<file path="src/rtl/mips_multicycle_control_if.sv">
// Control/datapath bundle for the multi-cycle MIPS main controller.
// The master side (controller) drives the enables and selects; the slave side (datapath) returns status.
interface mips_multicycle_control_if;
    logic [5:0] opcode;
    logic       zero;
    logic       memReady;
    logic [1:0] opAlu;
    logic       aluSrcA;
    logic [1:0] aluSrcB;
    logic [1:0] pcSrc;
    logic       pcWrite;
    logic       pcWriteCond;
    logic       pcEn;
    logic       iorD;
    logic       memRead;
    logic       memWrite;
    logic       irWrite;
    logic       regDst;
    logic       memToReg;
    logic       regWrite;
    logic [3:0] state;

    modport master (
        input  opcode, zero, memReady,
        output opAlu, aluSrcA, aluSrcB, pcSrc, pcWrite, pcWriteCond, pcEn,
               iorD, memRead, memWrite, irWrite, regDst, memToReg, regWrite, state
    );

    modport slave (
        output opcode, zero, memReady,
        input  opAlu, aluSrcA, aluSrcB, pcSrc, pcWrite, pcWriteCond, pcEn,
               iorD, memRead, memWrite, irWrite, regDst, memToReg, regWrite, state
    );
endinterface

</file>
<file path="src/rtl/mips_multicycle_control.sv">
// Main control FSM of the multi-cycle MIPS datapath: sequences fetch/decode/execute/memory/writeback
// and drives every datapath enable and mux select, stalling on the memory-ready handshake.
module mips_multicycle_control #(
    parameter bit MEM_WAIT_EN = 1'b1
) (
    input logic                        clk,
    input logic                        rst,
    mips_multicycle_control_if.master  bus
);
    typedef enum logic [3:0] {
        FETCH  = 4'd0,
        DECODE = 4'd1,
        MEMADR = 4'd2,
        MEMRD  = 4'd3,
        MEMWB  = 4'd4,
        MEMWR  = 4'd5,
        EXEC   = 4'd6,
        ALUWB  = 4'd7,
        BRANCH = 4'd8,
        ADDIEX = 4'd9,
        ADDIWB = 4'd10,
        JUMP   = 4'd11
    } state_t;

    localparam logic [5:0] OP_RTYPE = 6'b000000;
    localparam logic [5:0] OP_J     = 6'b000010;
    localparam logic [5:0] OP_BEQ   = 6'b000100;
    localparam logic [5:0] OP_ADDI  = 6'b001000;
    localparam logic [5:0] OP_LW    = 6'b100011;
    localparam logic [5:0] OP_SW    = 6'b101011;

    // Moore part of the outputs; the fetch flag is later qualified by memReady for irWrite/pcWrite.
    typedef struct packed {
        logic [1:0] opAlu;
        logic       aluSrcA;
        logic [1:0] aluSrcB;
        logic [1:0] pcSrc;
        logic       pcWrite;
        logic       pcWriteCond;
        logic       iorD;
        logic       memRead;
        logic       memWrite;
        logic       fetch;
        logic       regDst;
        logic       memToReg;
        logic       regWrite;
    } ctrl_t;

    function automatic ctrl_t decode_ctrl(state_t s);
        ctrl_t c;
        c = '0;
        case (s)
            FETCH: begin
                c.memRead = 1'b1;
                c.aluSrcB = 2'b01;
                c.fetch   = 1'b1;
            end
            DECODE: c.aluSrcB = 2'b11;
            MEMADR, ADDIEX: begin
                c.aluSrcA = 1'b1;
                c.aluSrcB = 2'b10;
            end
            MEMRD: begin
                c.memRead = 1'b1;
                c.iorD    = 1'b1;
            end
            MEMWB: begin
                c.memToReg = 1'b1;
                c.regWrite = 1'b1;
            end
            MEMWR: begin
                c.memWrite = 1'b1;
                c.iorD     = 1'b1;
            end
            EXEC: begin
                c.aluSrcA = 1'b1;
                c.opAlu   = 2'b10;
            end
            ALUWB: begin
                c.regDst   = 1'b1;
                c.regWrite = 1'b1;
            end
            BRANCH: begin
                c.aluSrcA     = 1'b1;
                c.opAlu       = 2'b01;
                c.pcSrc       = 2'b01;
                c.pcWriteCond = 1'b1;
            end
            ADDIWB: c.regWrite = 1'b1;
            JUMP: begin
                c.pcSrc   = 2'b10;
                c.pcWrite = 1'b1;
            end
            default: c = '0;
        endcase
        return c;
    endfunction

    function automatic state_t next_state(state_t s, logic [5:0] op, logic ready);
        case (s)
            FETCH:  return ready ? DECODE : FETCH;
            DECODE: begin
                case (op)
                    OP_LW, OP_SW: return MEMADR;
                    OP_RTYPE:     return EXEC;
                    OP_BEQ:       return BRANCH;
                    OP_ADDI:      return ADDIEX;
                    OP_J:         return JUMP;
                    default:      return FETCH;
                endcase
            end
            MEMADR: return (op == OP_SW) ? MEMWR : MEMRD;
            MEMRD:  return ready ? MEMWB : MEMRD;
            MEMWR:  return ready ? FETCH : MEMWR;
            EXEC:   return ALUWB;
            ADDIEX: return ADDIWB;
            default: return FETCH;
        endcase
    endfunction

    state_t cur;
    state_t nxt;
    ctrl_t  ctl;
    logic   ready;
    logic   run;

    assign ready = MEM_WAIT_EN ? bus.memReady : 1'b1;
    assign run   = ~rst;

    always_comb begin
        nxt = next_state(cur, bus.opcode, ready);
    end

    // Outputs are registered alongside the state so they always match the state just entered.
    always_ff @(posedge clk) begin
        if (rst) begin
            cur <= FETCH;
            ctl <= decode_ctrl(FETCH);
        end else begin
            cur <= nxt;
            ctl <= decode_ctrl(nxt);
        end
    end

    assign bus.state       = cur;
    assign bus.opAlu       = run ? ctl.opAlu   : 2'b00;
    assign bus.aluSrcA     = run & ctl.aluSrcA;
    assign bus.aluSrcB     = run ? ctl.aluSrcB : 2'b00;
    assign bus.pcSrc       = run ? ctl.pcSrc   : 2'b00;
    assign bus.iorD        = run & ctl.iorD;
    assign bus.memRead     = run & ctl.memRead;
    assign bus.memWrite    = run & ctl.memWrite;
    assign bus.regDst      = run & ctl.regDst;
    assign bus.memToReg    = run & ctl.memToReg;
    assign bus.regWrite    = run & ctl.regWrite;
    assign bus.irWrite     = run & ctl.fetch & ready;
    assign bus.pcWrite     = run & (ctl.pcWrite | (ctl.fetch & ready));
    assign bus.pcWriteCond = run & ctl.pcWriteCond;
    assign bus.pcEn        = bus.pcWrite | (bus.pcWriteCond & bus.zero);
endmodule

</file>
<file path="src/flat_wrapper.sv">
// flat-port wrapper written by rule: the top's interface ports become plain ports
module mips_multicycle_control_flat 
#(
    parameter bit MEM_WAIT_EN = 1'b1
)
  (clk, rst, bus_opcode, bus_zero, bus_memReady, bus_opAlu, bus_aluSrcA, bus_aluSrcB, bus_pcSrc, bus_pcWrite, bus_pcWriteCond, bus_pcEn, bus_iorD, bus_memRead, bus_memWrite, bus_irWrite, bus_regDst, bus_memToReg, bus_regWrite, bus_state);
  mips_multicycle_control_if bus_i ();
  input logic clk;
  input logic rst;
  input wire logic [$bits(bus_i.opcode)-1:0] bus_opcode;
  input wire logic [$bits(bus_i.zero)-1:0] bus_zero;
  input wire logic [$bits(bus_i.memReady)-1:0] bus_memReady;
  output wire logic [$bits(bus_i.opAlu)-1:0] bus_opAlu;
  output wire logic [$bits(bus_i.aluSrcA)-1:0] bus_aluSrcA;
  output wire logic [$bits(bus_i.aluSrcB)-1:0] bus_aluSrcB;
  output wire logic [$bits(bus_i.pcSrc)-1:0] bus_pcSrc;
  output wire logic [$bits(bus_i.pcWrite)-1:0] bus_pcWrite;
  output wire logic [$bits(bus_i.pcWriteCond)-1:0] bus_pcWriteCond;
  output wire logic [$bits(bus_i.pcEn)-1:0] bus_pcEn;
  output wire logic [$bits(bus_i.iorD)-1:0] bus_iorD;
  output wire logic [$bits(bus_i.memRead)-1:0] bus_memRead;
  output wire logic [$bits(bus_i.memWrite)-1:0] bus_memWrite;
  output wire logic [$bits(bus_i.irWrite)-1:0] bus_irWrite;
  output wire logic [$bits(bus_i.regDst)-1:0] bus_regDst;
  output wire logic [$bits(bus_i.memToReg)-1:0] bus_memToReg;
  output wire logic [$bits(bus_i.regWrite)-1:0] bus_regWrite;
  output wire logic [$bits(bus_i.state)-1:0] bus_state;
  assign bus_i.opcode = bus_opcode;
  assign bus_i.zero = bus_zero;
  assign bus_i.memReady = bus_memReady;
  assign bus_opAlu = bus_i.opAlu;
  assign bus_aluSrcA = bus_i.aluSrcA;
  assign bus_aluSrcB = bus_i.aluSrcB;
  assign bus_pcSrc = bus_i.pcSrc;
  assign bus_pcWrite = bus_i.pcWrite;
  assign bus_pcWriteCond = bus_i.pcWriteCond;
  assign bus_pcEn = bus_i.pcEn;
  assign bus_iorD = bus_i.iorD;
  assign bus_memRead = bus_i.memRead;
  assign bus_memWrite = bus_i.memWrite;
  assign bus_irWrite = bus_i.irWrite;
  assign bus_regDst = bus_i.regDst;
  assign bus_memToReg = bus_i.memToReg;
  assign bus_regWrite = bus_i.regWrite;
  assign bus_state = bus_i.state;
  mips_multicycle_control #(.MEM_WAIT_EN(MEM_WAIT_EN)) u_core (.clk(clk), .rst(rst), .bus(bus_i));
endmodule
</file>
<file path="config.mk">
export PLATFORM = sky130hd
export DESIGN_NAME = mips_multicycle_control_flat
export DESIGN_NICKNAME = d
export VERILOG_FILES = /design/src/rtl/mips_multicycle_control_if.sv /design/src/rtl/mips_multicycle_control.sv /design/src/flat_wrapper.sv
export SDC_FILE = /design/constraint.sdc
export NUM_CORES = 1
export LEC_CHECK = 0
export CORE_MARGIN = 4
export CORE_UTILIZATION = 40
export CTS_CLUSTER_SIZE = 30
export DETAILED_ROUTE_END_ITERATION = 10
export PLACE_DENSITY = 0.73
export SYNTH_ARGS = -nofsm -noshare
export SYNTH_HDL_FRONTEND = slang
export SYNTH_SLANG_ARGS = --single-unit
</file>
<file path="constraint.sdc">
create_clock -name clk -period 1.68 [get_ports clk]
set_input_delay 0.252 -clock clk [delete_from_list [all_inputs] [get_ports clk]]
set_output_delay 0.252 -clock clk [all_outputs]
set_load 0.005 [all_outputs]
</file>
### Word-level counts from Yosys, hierarchy flattened

Cells that the tools add are included.

* latch bits: 0
* ROM bits: 0
* flip-flop bits (word level): 20
* bits in writable memories: 0
* memories kept: 0
* logic and storage cells: 83
* input bits: 10
* output and inout port bits: 21

* muxes and demuxes: 22
* bitwise logic cells: 16
* reductions and logical operators: 9
* $mul: 0
* equal/unequal tests: 22
* divide/modulo/power cells: 0
* $add $sub $neg: 0
* order comparisons: 0
* shift-type cells: 0

Operator list (number)
* $pmux W4 S7: 1
* $eq A4 B3 Y1 const B: 6
* $eq A4 B4 Y1 const B: 5
* $pmux W4 S5: 1
* $eq A4 B2 Y1 const B: 4
* $and A1 B1 Y1: 13
* $eq A6 B6 Y1 const B: 2
* $mux W1: 11
* $mux W3: 3
* $eq A4 B1 Y1 const B: 2
* $logic_not A4 Y1: 2
* $pmux W2 S2: 2
* $reduce_or A2 Y1: 4
* $eq A6 B2 Y1 const B: 1
* $eq A6 B3 Y1 const B: 1
* $eq A6 B4 Y1 const B: 1
* $logic_not A6 Y1: 1
* $mux W2: 3
* $pmux W2 S3: 1
* $reduce_or A4 Y1: 1
* $reduce_or A3 Y1: 1
* $or A1 B1 Y1: 2
* $not A1 Y1: 1

### Logic depth before layout (Yosys ltp)

Gate-level depths: netlist of run 1.

* depth after elaboration: 7
* mapped depth: 7
* depth with buffers taken out: 5

### Worst setup path before layout of run 1

OpenSTA, ideal clock, no wires.

* path kind: reg2reg
* from: register u_core.cur[1] (netlist: u_core.bus.state[1])
* to: register u_core.ctl[5] (netlist bit)
* library setup time: 114 ps
* buffers on the path: 2
* stages on the path, launching flop included: 8
* path slack: -75 ps
* data arrival time: 1641 ps
* required time: 1566 ps
* period minus slack after synthesis: 1755 ps
* cells stage by stage: dfxtp_1 -> buf_6 -> or4b_1 -> a21o_1 -> and4_4 -> buf_6 -> xnor2_1 -> a21o_1

* cells in the longest elaborated chain, start to end: 5
* elaborated cells between the ends (all ways): 12
* classes of those cells: eq/ne: 7; mux: 2; reduce/logical: 3

Ends and longest elaborated chain
* start: declaration: RTL line mips_multicycle_control.sv:121 `state_t cur;`
* start signal: assignment: RTL line mips_multicycle_control.sv:140 `cur <= nxt;`
* $eq A4 B4 Y1, or another cell as far along: RTL line mips_multicycle_control.sv:100 `case (s)`
* $pmux W4 S7 (*): RTL line mips_multicycle_control.sv:100
* $eq A4 B2 Y1 or $logic_not A4 Y1 (tied branches): RTL line mips_multicycle_control.sv:52 `case (s)`
* $reduce_or A2 Y1 (no source line) (*)
* $mux W1 (*): RTL line mips_multicycle_control.sv:52
* end signal: assignment: RTL line mips_multicycle_control.sv:138 `ctl <= decode_ctrl(FETCH);`
* end signal: assignment: RTL line mips_multicycle_control.sv:141 `ctl <= decode_ctrl(nxt);`
* end: declaration: RTL line mips_multicycle_control.sv:123 `ctrl_t ctl;`

Every way passes the cells marked *; elsewhere a longest branch is shown, timed or not.
A chain may end at the register's enable or synchronous reset.

### Worst setup path in the final report of run 1

* from: register u_core.cur[0] (netlist: u_core.bus.state[0])
* to: register u_core.ctl[2] (netlist bit)

* cells in the longest elaborated chain, start to end: 4
* elaborated cells between the ends (all ways): 10
* classes of those cells: eq/ne: 7; mux: 2; reduce/logical: 1

Ends and longest elaborated chain (RTL line)
* $eq A4 B4 Y1, or another cell as far along: mips_multicycle_control.sv:100
* $pmux W4 S7 (*): mips_multicycle_control.sv:100
* $eq A4 B3 Y1 (*): mips_multicycle_control.sv:52
* $mux W1 (*): mips_multicycle_control.sv:52

Marked as above.

==> results of run 1 <==
area by class of cell:
class                   count  area (µm²)
multi-input cells          80         663
fillers                   186         618
repair buffers             63         543
flip-flops and latches     18         373
clock buffers               4        36.3
well taps                  28        35.0
inverters                   2        7.51
state kept, by name (all words and copies together) (netlist names):
name,cells
u_core.ctl,14
u_core.bus.state,4
timing repair:
action | in CTS | in global routing
hold endpoints to repair | 0 | 0
gates cloned | 1 | 1
pin swaps | 4 | 6
buffers inserted | 0 | 4
gates resized for setup | 40 | 10
endpoints found under the setup margin | 26 | 13
cells by family after synthesis:
group,after synthesis
AOI/OAI and AO/OA,19
xor gates and xnor gates,3
buffers and inverters,11
DFF,18
and+or+nand+nor,57
per-layer routing:
| layer | global-route usage | share of wire | vias to the layer above |
|---|---|---|---|
| li1 | - | - | 508 |
| met1 | 0.208 | 0.41 | 529 |
| met2 | 0.276 | 0.51 | 33 |
| met3 | 0.0312 | 0.059 | 6 |
| met4 | 0.0497 | 0.016 | 0 |
| met5 | 0 | 0 | - |
Yosys cell counts, drive strengths merged:
cell | n | share of area
dfxtp | 18 | 0.37
nor2b | 14 | 0.089
nor2 | 7 | 0.027
buf | 6 | 0.048
nand2 | 6 | 0.023
a21o | 5 | 0.038
nor4 | 5 | 0.032
nor3b | 4 | 0.030
o21ai | 4 | 0.020
a31oi | 3 | 0.019
clkbuf | 3 | 0.011
nand3b | 3 | 0.023
and3 | 2 | 0.013
and4 | 2 | 0.020
inv | 2 | 0.0076
nand2b | 2 | 0.013
nand4b | 2 | 0.033
nor3 | 2 | 0.010
nor4b | 2 | 0.033
xor2 | 2 | 0.018
a21oi | 1 | 0.0051
a311oi | 1 | 0.015
a31o | 1 | 0.0089
a41o | 1 | 0.010
and2 | 1 | 0.0089
nand4 | 1 | 0.0064
nand4bb | 1 | 0.011
o211ai | 1 | 0.0076
o2bb2ai | 1 | 0.0089
o31a | 1 | 0.0089
or2 | 1 | 0.0064
or3b | 1 | 0.0089
or4b | 1 | 0.010
xnor2 | 1 | 0.0089
report_power, final:
part | internal [mW] | switching [mW]
registers | 0.432 | 0.00445
logic | 0.0973 | 0.0832
clock network | 0.132 | 0.138
total | 0.662 | 0.226
how the worst max path moves through the flow:
| stage | start | end | slack [ps] | cells past startpoint |
|---|---|---|---|---|
| floorplan | u_core.bus.state[2]$_SDFF_PP0_ | u_core.ctl[11]$_SDFF_PP1_ | -40 | 6 |
| global placement | bus_memReady | u_core.ctl[5]$_SDFF_PP1_ | -350 | 5 |
| detailed placement | bus_memReady | u_core.ctl[5]$_SDFF_PP1_ | -380 | 5 |
| CTS | u_core.bus.state[2]$_SDFF_PP0_ | u_core.ctl[2]$_SDFF_PP0_ | -50 | 5 |
| global route | u_core.bus.state[0]$_SDFF_PP0_ | u_core.ctl[2]$_SDFF_PP0_ | -120 | 5 |
| finish | u_core.bus.state[0]$_SDFF_PP0_ | u_core.ctl[2]$_SDFF_PP0_ | -70 | 5 |
tightest hold or removal path, cell delays in order:
cell	delay, ps
dlygate4sd2_1	280
buf_4	140
nor4_1	40
==> impl_metrics.ini, run 1 <==
[run_status]
status = complete, but fails checks
violations = setup timing

[timing]
skew_ps = 3.84
setup_viol_count_final = 6
setup_ws_ps = -71.0
fin_hold_ws_ps = 440
setup_tns_ps = -140
rsz0062_at_grt = true
slew_headroom = 0.778
min_period_ps = 1750
fin_crit_sh = 1.04
fmax_mhz = 571
hold_viol = 0
worstMarginPinSlew_ps = 330
slew_violations = 0

[logic_synthesis]
ys_types = 39
synth_fa_ha_area_frac = 0
synth_top_family_by_area = simple AND/OR/NAND/NOR gates
yosys_warnings = 0
synth_xor_area_frac = 0.0267
syn-num-nets = 118
synth_compound_area_frac = 0.142
seq_area_frac_synth = 0.366
synth-seq-cells = 18
syn_inst = 108
syn_area_per_cell_um2 = 9.12
synth-simple-area-share = 0.398
syn_area_um2 = 985
muxShareOfSynthArea = 0

[critical_path]
path_delay_family = simple AND/OR/NAND/NOR gates
r2r_end = u_core.ctl[2]$_SDFF_PP0_
r2r_cells = 5
slowest_stage = or4b_4
path_cells = or4b_4, a21o_1, and4_4, buf_6, nor4_2
cpPeakStageDelay_ps = 520
critPathRequiredTime_ps = 1890
r2r-start = u_core.bus.state[0]$_SDFF_PP0_
worstSetupStartpointType = register
arrival_ps = 1960
setup.worst_path.end_class = register
cp.buffers_inverters = 1
critPathKind = reg2reg
reg2reg_slack_ps = -70
cp_max_fo = 5

[grt]
grtUsageTotal = 0.163
grt_pass1_wl_mm = 4.30
antenna_found_initial = 0
grt_pass1_vias = 937
grt_max_degree = 20
grt_overflow = 0

[finish]
design_area_um2 = 1660
num_antenna_cells = 0
layout_common_cells = 25 x buf_4, 23 x dlygate4sd2_1, 14 x dfxtp_1
final_layout_size_suffix_gt1_frac = 0.353
layout.cells.non_filler = 195
post-route-util = 0.728
fin_nets = 178
layout_commonest_cell = buf_4
syn_to_final_growth_pct = 68.4

[floorplanning]
start_util = 0.433
io_pins = 31
core_um2 = 2280
die_h_um = 57.6
dieArea_um2 = 3320
rows = 17
die_w_um = 57.6

[detailed_routing]
ant_nets = 0
drt_wl_total_mm = 2.90
wire_per_inst_um = 14.9
dr.pass1.iters = 5
drc = 0
vias_per_cell = 5.52
drt_iter0_markers = 20
vias = 1076

[pwr]
power.density_nw_per_um2 = 535
power_mw = 0.888
leakagePower_nw = 0.754
vdd_drop_max_v = 0.000465

[run]
drv_cap = 0

[clock_network]
h-tree-depth = 1
cts_hold_buf = 0
cts_tree = done
path_clk_slew_ps = 100
clkLatencyLatePin_ps = 300
cts-root-buf = clkbuf_4
cts.sinks = 18
clockBufferDepth = 2
cts-buffers-inserted = 3

[worst_hold_path]
hold_path.class = in2reg
whs_path_depth = 3
hold_start = bus_opcode[2]
worstHoldEndpoint = u_core.ctl[15]$_SDFF_PP0_

[place]
io_buffers = 30
pre_cts_ws_ps = -380
gp_congestion = 0.838
dp.cells = 185
post-dp-hpwl_mm = 1.85
placed_area_um2 = 1480
(Power assumes the default switching activity.)
==> inputs of run 2 (changes only) <==
--- a/config.mk
+++ b/config.mk
@@ -5,6 +5,7 @@
 export SDC_FILE = /design/constraint.sdc
 export NUM_CORES = 1
 export LEC_CHECK = 0
+export ABC_AREA = 1
 export CORE_MARGIN = 4
 export CORE_UTILIZATION = 40
 export CTS_CLUSTER_SIZE = 30
==> impl_metrics.ini, run 2 <==
[logic_synthesis]
syn-num-nets = 169
yosys_warnings = 0
async_reset_ff_frac = 0
syn_area_per_cell_um2 = 6.19
syn_area_um2 = 983
yosys.area.top_type = dfxtp_1
ys_types = 19
synthTopCellsByCount = 35 x nor2_1, 34 x inv_1, 28 x nand2_1, 18 x dfxtp_1, 13 x nand3_1
synth.top_cell.area_share = 0.366
synth.most_common_cell = nor2_1
yosys_most_used_dff = dfxtp_1
yosys-top-cells-area = dfxtp_1 37%, nor2_1 13%, inv_1 13%
seq_area_frac_synth = 0.366
syn_inst = 159
synth_edf_count = 0
synth-seq-cells = 18

[detailed_routing]
drt_wl_total_mm = 2.37
ant_nets = 0
wire_per_inst_um = 10.4
drt_iter0_markers = 37
vias = 1045
drc = 0
vias_per_cell = 4.58
dr.pass1.iters = 4

[clock_network]
cts.sinks = 18
cts-root-buf = clkbuf_4
clockBufferDepth = 2
clkLatencyLatePin_ps = 290
cts_tree = done
h-tree-depth = 1
cts-buffers-inserted = 3
path_clk_slew_ps = 100

[worst_hold_path]
hold_path.class = in2reg

[critical_path]
r2r_cells = 10
reg2reg_slack_ps = 160
cp_max_fo = 11
critPathKind = in2out
arrival_ps = 1350
worstSetupStartpointType = input port
setup.worst_path.end_class = output port
r2r-start = u_core.bus.state[2]$_SDFF_PP0_
critPathRequiredTime_ps = 1430
endpoint = bus_aluSrcB[0]
r2r_end = u_core.ctl[12]$_SDFF_PP0_
startpoint = rst

[grt]
grt_max_degree = 12
grt_pass1_wl_mm = 4.18
grt_overflow = 0
grt_pass1_vias = 994
grtUsageTotal = 0.159
antenna_found_initial = 0

[floorplanning]
start_util = 0.432
io_pins = 31
rows = 17
core_um2 = 2280
die_h_um = 57.6
die_w_um = 57.6
dieArea_um2 = 3320

[timing]
setup_ws_ps = 82.8
setup_viol_count_final = 0
setup_tns_ps = 0
worstMarginPinSlew_ps = 267
skew_ps = 4.25
min_period_ps = 1600
slew_violations = 0
hold_viol = 0
fmax_mhz = 626
fin_hold_ws_ps = 558
fin_crit_sh = 0.951
slew_headroom = 0.822

[place]
gp_congestion = 0.875
io_buffers = 30
post-dp-hpwl_mm = 1.94
placed_area_um2 = 1390
pre_cts_ws_ps = -153

[pwr]
power.density_nw_per_um2 = 556
vdd_drop_max_v = 0.000403
leakagePower_nw = 0.787
power_mw = 0.793

[finish]
n_fill_cell = 208
num_antenna_cells = 0
syn_to_final_growth_pct = 45.0
top_register = u_core.ctl
largest_reg_flops = 14
fin_nets = 212
multi_input_area_um2 = 473
layout_common_cells = 34 x inv_1, 30 x nor2_1, 28 x nand2_1
layout_commonest_cell = inv_1
regArea_um2 = 360
final_layout_size_suffix_gt1_frac = 0.170
design_area_um2 = 1430

[run_status]
status = complete, no violations

[run]
drv_cap = 0
-- run 2: changes by cell type after synthesis, sizes merged, moves of 3 or more --
cell and delta:
inv +34, nor2 +33, nand2 +26, nand3 +14
nor2b -14, a21o -5, nor4 -5, nor3b -4
buf -3, nand3b -3
-- run 2: layer usage --
metal / vias to the layer above / global-route usage / part of all wire / wire, µm
li1: 559 / - / - / -
met1: 451 / 0.200 / 0.43 / 1020
met2: 33 / 0.266 / 0.49 / 1160
met3: 2 / 0.0498 / 0.075 / 178
met4: 0 / 0.0298 / 0.0059 / 14
met5: - / 0 / 0 / 0
-- run 2: final cells by class --
cell class,instances,share of cell area
clock buffers,3,0.0158
inverters,36,0.0947
multi-input cells,100,0.332
flip-flops and latches,18,0.253
well taps,28,0.0246
repair buffers,43,0.281
-- run 2: worst max-delay path, stage by stage --
cell,delay (ps)
dlygate4sd2_1,290
buf_4,190
nor2_1,100
clkdlybuf4s50_1,510
-- run 2: where the power goes --
| part | switching, mW | leakage, nW | total, mW | internal [mW] |
|---|---|---|---|---|
| Combinational | 0.0740 | 0.627 | 0.144 | 0.0703 |
| Clock | 0.124 | 0.0138 | 0.207 | 0.0833 |
| Sequential | 0.00494 | 0.146 | 0.442 | 0.437 |
-- run 2: worst min path at each step --
stage | from | end | slack, ps | cells past startpoint
after global routing | rst | u_core.ctl[3]$_SDFF_PP1_ | 570 | 4
after global placement | u_core.bus.state[2]$_SDFF_PP0_ | u_core.ctl[2]$_SDFF_PP0_ | 650 | 4
after CTS | rst | u_core.ctl[3]$_SDFF_PP1_ | 550 | 4
final | rst | u_core.ctl[3]$_SDFF_PP1_ | 560 | 4
after floorplan | bus_memReady | u_core.ctl[11]$_SDFF_PP1_ | 460 | 2
after detailed placement | u_core.bus.state[3]$_SDFF_PP0_ | u_core.ctl[0]$_SDFF_PP0_ | 670 | 4
-- run 2: repair_timing --
item                                    4_1_cts  5_1_grt
endpoints found under the setup margin       17        4
gates cloned                                  0        0
pin swaps                                     1        0
resized for setup                             5        8
setup buffers                                 0        0
hold buffers                                  0        0
-- run 2: stage by stage --
step	util	instances
6_report	0.627	228
5_1_grt	0.627	228
4_1_cts	0.618	228
3_5_place_dp	0.610	225
3_3_place_gp	0.610	225
2_1_floorplan	-	159
-- run 2: cell families (layout without fill, tap and decap cells) --
| family | Yosys count | after routing | synth area share |
|---|---|---|---|
| compound gates | 9 | 9 | 0.0560 |
| simple gates | 91 | 91 | 0.412 |
| flops | 18 | 18 | 0.366 |
| buf+inv | 41 | 82 | 0.165 |
